$ cat config.mk
export PLATFORM = sky130hd
export DESIGN_NAME = cycle_sequencer
export DESIGN_NICKNAME = d
export VERILOG_FILES = /design/src/rtl/cycle_sequencer.sv
export SDC_FILE = /design/constraint.sdc
export NUM_CORES = 1
export LEC_CHECK = 0
export BUFFER_PORTS_ARGS = -buffer_cell sky130_fd_sc_hd__buf_2
export CAP_MARGIN = 20
export CORE_UTILIZATION = 50
export DETAILED_ROUTE_END_ITERATION = 8
export PLACE_DENSITY = 0.84
export SLEW_MARGIN = 5
export SYNTH_ARGS = -nofsm -noshare
export SYNTH_HDL_FRONTEND = slang
export SYNTH_SLANG_ARGS = --single-unit
$ cat constraint.sdc
create_clock -name clock -period 1.7 [get_ports clock]
set_input_delay 0.085 -clock clock [delete_from_list [all_inputs] [get_ports clock]]
set_output_delay 0.085 -clock clock [all_outputs]
set_load 0.01 [all_outputs]
$ cat src/rtl/cycle_sequencer.sv
// ---------------------------------------------------------------------------
// cycle_sequencer
//
// Instruction-cycle controller for the CPU core. It produces the 8-phase
// cycle count that walks the program counter block through address-out,
// memory and execute phases. It also owns run/halt/single-step control and
// turns jump-class instructions into program-counter write enables and
// next-value selects.
//
// Ports
//   clock           in  1  sole clock, rising edge
//   reset_n         in  1  synchronous, active-low reset
//   halt_req        in  1  level request to stop at the next instruction boundary
//   step            in  1  one-clock pulse; while halted, runs one instruction
//   data            in  4  memory bus nibble (OPR valid in cycle 3, OPA in cycle 4)
//   cond_true       in  1  jump condition, sampled in cycle 5
//   cycle           out 3  phase count 0..7
//   halt            out 1  freezes the program counter block
//   sync            out 1  high during cycle 7 (instruction boundary)
//   second_word     out 1  current instruction cycle is an operand word
//   pc_next_sel     out 2  PC source select: DATA=0, REG=1, INST=2
//   pc_write_enable out 3  bit0 -> PC[3:0], bit1 -> PC[7:4], bit2 always 0
// ---------------------------------------------------------------------------
module cycle_sequencer (
   input  logic       clock,
   input  logic       reset_n,
   input  logic       halt_req,
   input  logic       step,
   input  logic [3:0] data,
   input  logic       cond_true,
   output logic [2:0] cycle,
   output logic       halt,
   output logic       sync,
   output logic       second_word,
   output logic [1:0] pc_next_sel,
   output logic [2:0] pc_write_enable
);

   typedef enum logic [1:0] {
      RUN    = 2'd0,
      HALTED = 2'd1,
      STEP   = 2'd2
   } state_t;

   localparam logic [3:0] OP_JCN = 4'h1;
   localparam logic [3:0] OP_JIN = 4'h3;
   localparam logic [3:0] OP_JUN = 4'h4;
   localparam logic [3:0] OP_BRS = 4'hC;

   localparam logic [1:0] SEL_DATA = 2'd0;
   localparam logic [1:0] SEL_REG  = 2'd1;
   localparam logic [1:0] SEL_INST = 2'd2;

   state_t     state;
   state_t     state_next;
   logic [3:0] opr;
   logic       opa_lsb;
   logic       cond_latch;
   logic       jump_pending;
   logic       second_word_q;
   logic       two_word_first;
   logic       running;

   // Only the low OPA bit affects sequencing (it separates JIN from FIN),
   // so that is the only bit of the operand nibble that is kept.

   // The phase counter advances in every state except HALTED, where it
   // sits at 0 so the PC block sees a clean instruction boundary.
   assign running = (state != HALTED);

   // A first word of JUN/JCN means the next instruction cycle belongs to
   // the same instruction, so a halt must not be taken at this boundary.
   assign two_word_first = !second_word_q && ((opr == OP_JCN) || (opr == OP_JUN));

   assign second_word = second_word_q;

   // State register for the run/halt/step machine.
   always_ff @(posedge clock) begin
      if (!reset_n) begin
         state <= RUN;
      end else begin
         state <= state_next;
      end
   end

   // Next-state logic and all combinational outputs. Outputs depend only on
   // registered state and the cycle count, never directly on the inputs.
   // A dropped halt_req always wins over the end-of-step return to HALTED.
   always_comb begin
      state_next      = state;
      halt            = (state == HALTED);
      sync            = (cycle == 3'd7);
      pc_write_enable = 3'b000;
      pc_next_sel     = SEL_DATA;

      case (state)
         RUN: begin
            if ((cycle == 3'd7) && halt_req && !two_word_first) begin
               state_next = HALTED;
            end
         end
         HALTED: begin
            if (!halt_req) begin
               state_next = RUN;
            end else if (step) begin
               state_next = STEP;
            end
         end
         STEP: begin
            if (!halt_req) begin
               state_next = RUN;
            end else if ((cycle == 3'd7) && !two_word_first) begin
               state_next = HALTED;
            end
         end
         default: begin
            state_next = RUN;
         end
      endcase

      // Jump decode. In an operand word the target nibbles arrive on the
      // bus in cycles 3 and 4; JIN takes the register pair in cycles 5/6;
      // BRS reloads only the low nibble from the instruction's own OPA.
      if (second_word_q) begin
         if (jump_pending) begin
            if (cycle == 3'd3) begin
               pc_write_enable = 3'b010;
            end else if (cycle == 3'd4) begin
               pc_write_enable = 3'b001;
            end
         end
      end else if ((opr == OP_JIN) && opa_lsb) begin
         if (cycle == 3'd5) begin
            pc_write_enable = 3'b010;
            pc_next_sel     = SEL_REG;
         end else if (cycle == 3'd6) begin
            pc_write_enable = 3'b001;
            pc_next_sel     = SEL_REG;
         end
      end else if (opr == OP_BRS) begin
         if (cycle == 3'd5) begin
            pc_write_enable = 3'b001;
            pc_next_sel     = SEL_INST;
         end
      end
   end

   // Phase counter and decode latches. The opcode, operand bit and
   // condition are captured only from a first word, so an operand word
   // (which carries address nibbles) never disturbs the decode of the
   // instruction it belongs to. At the boundary a JUN/JCN first word
   // arms the operand word; an operand word always disarms it.
   always_ff @(posedge clock) begin
      if (!reset_n) begin
         cycle         <= 3'd0;
         opr           <= 4'h0;
         opa_lsb       <= 1'b0;
         cond_latch    <= 1'b0;
         jump_pending  <= 1'b0;
         second_word_q <= 1'b0;
      end else if (running) begin
         cycle <= cycle + 3'd1;

         if (!second_word_q) begin
            if (cycle == 3'd3) begin
               opr <= data;
            end
            if (cycle == 3'd4) begin
               opa_lsb <= data[0];
            end
            if (cycle == 3'd5) begin
               cond_latch <= cond_true;
            end
         end

         if (cycle == 3'd7) begin
            if (second_word_q) begin
               second_word_q <= 1'b0;
               jump_pending  <= 1'b0;
            end else if (opr == OP_JUN) begin
               second_word_q <= 1'b1;
               jump_pending  <= 1'b1;
            end else if (opr == OP_JCN) begin
               second_word_q <= 1'b1;
               jump_pending  <= cond_latch;
            end
         end
      end
   end

endmodule

# Yosys cells after proc, flatten, opt, wreduce, memory -nomap -nowiden
# Cells that the tools add are included.
dict set report classes {
  add_sub_neg 1
  eq_ne 15
  n_mux 27
  bitwise_logic 1
  n_reduce_logical 16
}
# op count
set ops {}
lappend ops {{$mux W2} 12}
lappend ops {{$reduce_and A3 Y1} 5}
lappend ops {{$eq A3 B3 Y1 const B} 4}
lappend ops {{$mux W1} 12}
lappend ops {{$mux W3} 2}
lappend ops {{$ne A3 B3 Y1 const B} 2}
lappend ops {{$pmux W2 S3} 1}
lappend ops {{$logic_and A1 B1 Y1} 5}
lappend ops {{$eq A4 B1 Y1 const B} 1}
lappend ops {{$eq A4 B2 Y1 const B} 1}
lappend ops {{$eq A4 B3 Y1 const B} 1}
lappend ops {{$eq A4 B4 Y1 const B} 1}
lappend ops {{$add A3 B1 Y3 const B} 1}
lappend ops {{$eq A3 B2 Y1 const B} 1}
lappend ops {{$reduce_bool A3 Y1} 1}
lappend ops {{$eq A2 B1 Y1 const B} 1}
lappend ops {{$eq A2 B2 Y1 const B} 1}
lappend ops {{$logic_not A1 Y1} 2}
lappend ops {{$logic_not A2 Y1} 1}
lappend ops {{$ne A2 B1 Y1 const B} 1}
lappend ops {{$ne A2 B2 Y1 const B} 1}
lappend ops {{$reduce_and A2 Y1} 1}
lappend ops {{$logic_or A1 B1 Y1} 1}
lappend ops {{$not A1 Y1} 1}
dict set report word_totals {
  register_bits 13
  input_bits 9
  out_inout_bits 11
  word_cells 67
}

# Logic depth before layout (Yosys ltp)
dict set report logic_depth {
  ltp_word 8
  ltp_mapped 6
}

# Worst setup path after synthesis
# Ideal clock, no wire load.
dict set report synth_path {
  kind {register -> register}
  from {reg cycle[1]}
  to {reg jump_pending}
  setup_time_ns 0.076
  arrival_ns 1.536
  path_slack_ns 0.088
  stages_incl_launch_ff 6
  path_buffers 0
  synth_period_minus_slack_ns 1.612
  cell_sequence {dfxtp_1 ha_1 ha_1 nand2_1 or4_1 a31oi_1}
}
dict set report synth_between {
  elab_chain_len 2
}
# item line
set synth_lines {}
lappend synth_lines {{from (decl)} 31} ;# output logic [2:0] cycle,
lappend synth_lines {{from (signal assigned)} 162} ;# cycle <= cycle + 3'd1;
lappend synth_lines {{$eq A3 B3 Y1} --}
lappend synth_lines {{via sync} 33} ;# output logic sync,
lappend synth_lines {{$reduce_and A3 Y1 (no line)} --}
lappend synth_lines {{to (signal assigned)} 185} ;# jump_pending <= cond_latch;
lappend synth_lines {{to (decl)} 59} ;# logic jump_pending;
# The timed path passes the listed nets, and every way through them passes these cells.
# A chain may end at the register's enable or synchronous reset.

# Final worst setup path
dict set report layout_path {
  from {reg cycle[1]}
  to {out pc_write_enable[0]}
}
dict set report layout_between {
  elab_chain_len 5
}
# item line
set layout_lines {}
lappend layout_lines {{$eq A3 B3 Y1, on equally long branches} --}
lappend layout_lines {{$mux W1, on equally long branches} {141, 128, 136}}
lappend layout_lines {{$mux W1 (tied with other cells)} 140} ;# end else if (opr == OP_BRS) begin
lappend layout_lines {{$mux W3 / $mux W2 (equally long branches)} {132, 125}}
lappend layout_lines {{$mux W3 (*)} 124} ;# if (second_word_q) begin
lappend layout_lines {{to (decl)} 36} ;# output logic [2:0] pc_write_enable
# Mark *: on every way between the ends. The rest lies on a longest branch, timed or not.

==> flow_summary.toml <==
[global_route]
antenna_found_initial = 0
grt_pass1_wl_um = 2600
grt_overflow_total = 0
grtUsageTotal = 0.242
grt_max_degree = 11
grt_pass1_vias = 612

[routing]
top_layer = "met4"
drtIter0Drc = 18
viasPerCell = 5.47
routedWlPerCell_um = 13.5
postRouteAntennaNets = 0
met3_length_um = 82
firstDrtPassIters = 4
drt-met1-wl_um = 787
vias = 689
drt-total-wl_um = 1710
drc = 0
wl_met2_um = 783

[sta]
whs_ns = 0.0412
drv_slew = 0
fin_crit_ns = 1.70
hold_viol_final = 0
rsz0062_at_grt = "yes"
fmax_mhz = 589
fin_skew_ns = 0.00400
setup_viol = 0
fin_crit_sh = 0.998

[floorplanning]
die_w_um = 40.8
die_height_um = 40.8
rows = 13
initial_core_util = 0.556
dieArea_um2 = 1660
core_um2 = 1350
io_pins = 20

[clocking]
clockBufferDepth = 2
clk_latency_ns = 0.28
numCtsBuffers = 3
cts_max_level = 1
cts.sinks = 13
cts-root-buf = "clkbuf_4"
cts_tree = "built"
clk_pin_slew_worst_paths_ns = 0.08

[critical_path]
path_cells = "inv_4, ha_4, nand3b_1, nor4bb_2, a31oi_1, o31ai_1, buf_2"
crit_slowest_cell = "dfxtp_4"
cp_max_fo = 3
startpoint_type = "register"
cp-end-kind = "output pin"
crit_required_ns = 1.62
crit_arrival_ns = 1.61
crit_type = "register to output pin"
max_stage_delay_ns = 0.36

[yosys]
yosys.area.top_type = "dfxtp_1"
muxShareOfSynthArea = 0.0667
syn_avg_cell_area_um2 = 8.83
ys_ff_latch = 13
synthTopCellsByArea = "dfxtp_1 35%, ha_1 10%, mux2i_1 6.7%"
synth.net_count = 100
synth_xor_area_frac = 0.0233
syn_inst = 85
synth_top_cell_area_share = 0.347
synthAdderAreaFrac = 0.100
syn-cell-area_um2 = 751
yosysSeqAreaShare = 0.347
synthSimpleGateAreaFrac = 0.293
synth-compound-area-share = 0.118
synth_top_family_by_area = "simple AND/OR/NAND/NOR gates"
ys_types = 35
yosysWarnings = 0

[layout]
syn_to_final_growth_pct = 26.7
num-fill-cells = 99
drive_above_1_share = 0.378
fin_area_um2 = 951
antenna_cells = 0
post-route-util = 0.704
seqCellArea_um2 = 265
multi_input_area_um2 = 477
nNetsFinal = 127

[place]
dpl_cell_area_um2 = 858
hpwlAfterDp_um = 1230
port_buffers = 18
gp_congestion = 0.856

[flow_run]
drv_cap = 0

[pwr]
p_total_uw = 638
ir_drop_mv = 0.425
p_per_area_nw_per_um2 = 671
leakage_uw = 0.000419

[run_status]
status = "finished, final reports clean"

[hold_path]
worst_hold_path_type = "input pin to register"
metrics by stage:
stage	TNS [ns]	setup WS, ns	std cells
after floorplan	0	0.0876	85
after global placement	0	0.158	117
after detailed placement	0	0.0993	117
after CTS	0	0.0129	124
after global routing	-0.147	-0.106	126
final	0	0.00282	126
synthesized netlist by cell type, drive strengths merged:
| library cell | number |
|---|---|
| a211oi | 1 |
| a21boi | 1 |
| a21oi | 5 |
| a31oi | 2 |
| and2b | 1 |
| and4bb | 1 |
| buf | 2 |
| clkbuf | 1 |
| clkinv | 1 |
| conb | 1 |
| dfxtp | 13 |
| ha | 6 |
| inv | 4 |
| mux2i | 5 |
| nand2 | 10 |
| nand2b | 2 |
| nand3 | 2 |
| nand3b | 3 |
| nand4 | 1 |
| nor2 | 10 |
| nor2b | 1 |
| nor3b | 2 |
| nor4bb | 1 |
| o21ai | 2 |
| o21ba | 1 |
| o31ai | 1 |
| o41ai | 1 |
| or3 | 1 |
| or4 | 1 |
| xnor2 | 2 |
critical path: cells and delay by family, from the launching register on:
kind / cells / cell delay (ns)
buffers and inverters: 2 / 0.23
DFF: 1 / 0.36
and+or+nand+nor: 2 / 0.46
adders and majority gates: 1 / 0.12
AOI/OAI and AO/OA: 2 / 0.15
cell usage in the layout (no fill, tap or decap), drive strengths merged:
| master | synthesis | final |
|---|---|---|
| buf | 2 | 25 |
| or3 | 1 | 1 |
| a211oi | 1 | 1 |
| xnor2 | 2 | 2 |
| o41ai | 1 | 1 |
| o21ai | 2 | 2 |
| nor3b | 2 | 2 |
| nor2b | 1 | 1 |
| conb | 1 | 1 |
| clkbuf | 1 | 4 |
| nand2b | 2 | 2 |
| dfxtp | 13 | 13 |
| nand3b | 3 | 3 |
| o21ba | 1 | 1 |
| nor2 | 10 | 10 |
| nand4 | 1 | 1 |
| mux2i | 5 | 5 |
| nor4bb | 1 | 1 |
| o31ai | 1 | 1 |
| clkinv | 1 | 1 |
| and2b | 1 | 1 |
| a21oi | 5 | 5 |
| nand3 | 2 | 2 |
| a31oi | 2 | 2 |
| ha | 6 | 6 |
| and4bb | 1 | 1 |
| inv | 4 | 4 |
| a21boi | 1 | 1 |
| or4 | 1 | 1 |
| nand2 | 10 | 10 |
cells by family after synthesis:
| logic type | count (synthesis) |
|---|---|
| other | 1 |
| AND/OR/NAND/NOR | 36 |
| flip-flops | 13 |
| adder cells (fa/ha/maj) | 6 |
| multiplexers | 5 |
| AO/OA/AOI/OAI | 14 |
| buffers and inverters | 8 |
| XOR/XNOR | 2 |
where the power goes:
part           switching [uW]  internal (uW)  total [uW]
Sequential               17.4            318         336
Clock                     105           91.2         196
Combinational            52.2           54.1         106
state kept, by name, indices dropped and copies added (netlist names):
name and flops:
cond_latch 1, cycle 3, jump_pending 1, opa_lsb 1, opr 4, second_word 1, state 2
worst paths after layout:
kind | endpoint | depth (start not counted) | slack [ns] | startpoint
worst max register to register | jump_pending | 5 | 0.13 | cycle[0]
worst min-delay path | opr[3] | 3 | 0.04 | data[3]
worst max-delay path | pc_write_enable[0] | 7 | 0.003 | cycle[1]
worst min register to register | cond_latch | 2 | 0.49 | cond_latch
what timing repair did:
item | 4_1_cts | 5_1_grt
resized for setup | 7 | 2
endpoints found under the setup margin | 2 | 1
hold buffers | 0 | 0
pin swaps | 1 | 1
setup buffers | 3 | 2
routing by layer:
metal / global-route usage / vias up
li1: - / 345
met1: 0.291 / 313
met2: 0.409 / 24
met3: 0.0380 / 7
met4: 0.125 / 0
met5: 0 / -
cell type report:
class                      instances  share of cell area
clock buffer                       4              0.0276
inverter                           5              0.0224
sequential                        13               0.279
timing repair buffer              25               0.150
multi-input combinational         64               0.501
tap                               15              0.0197
Note: power is estimated with default switching activity, not from simulation.
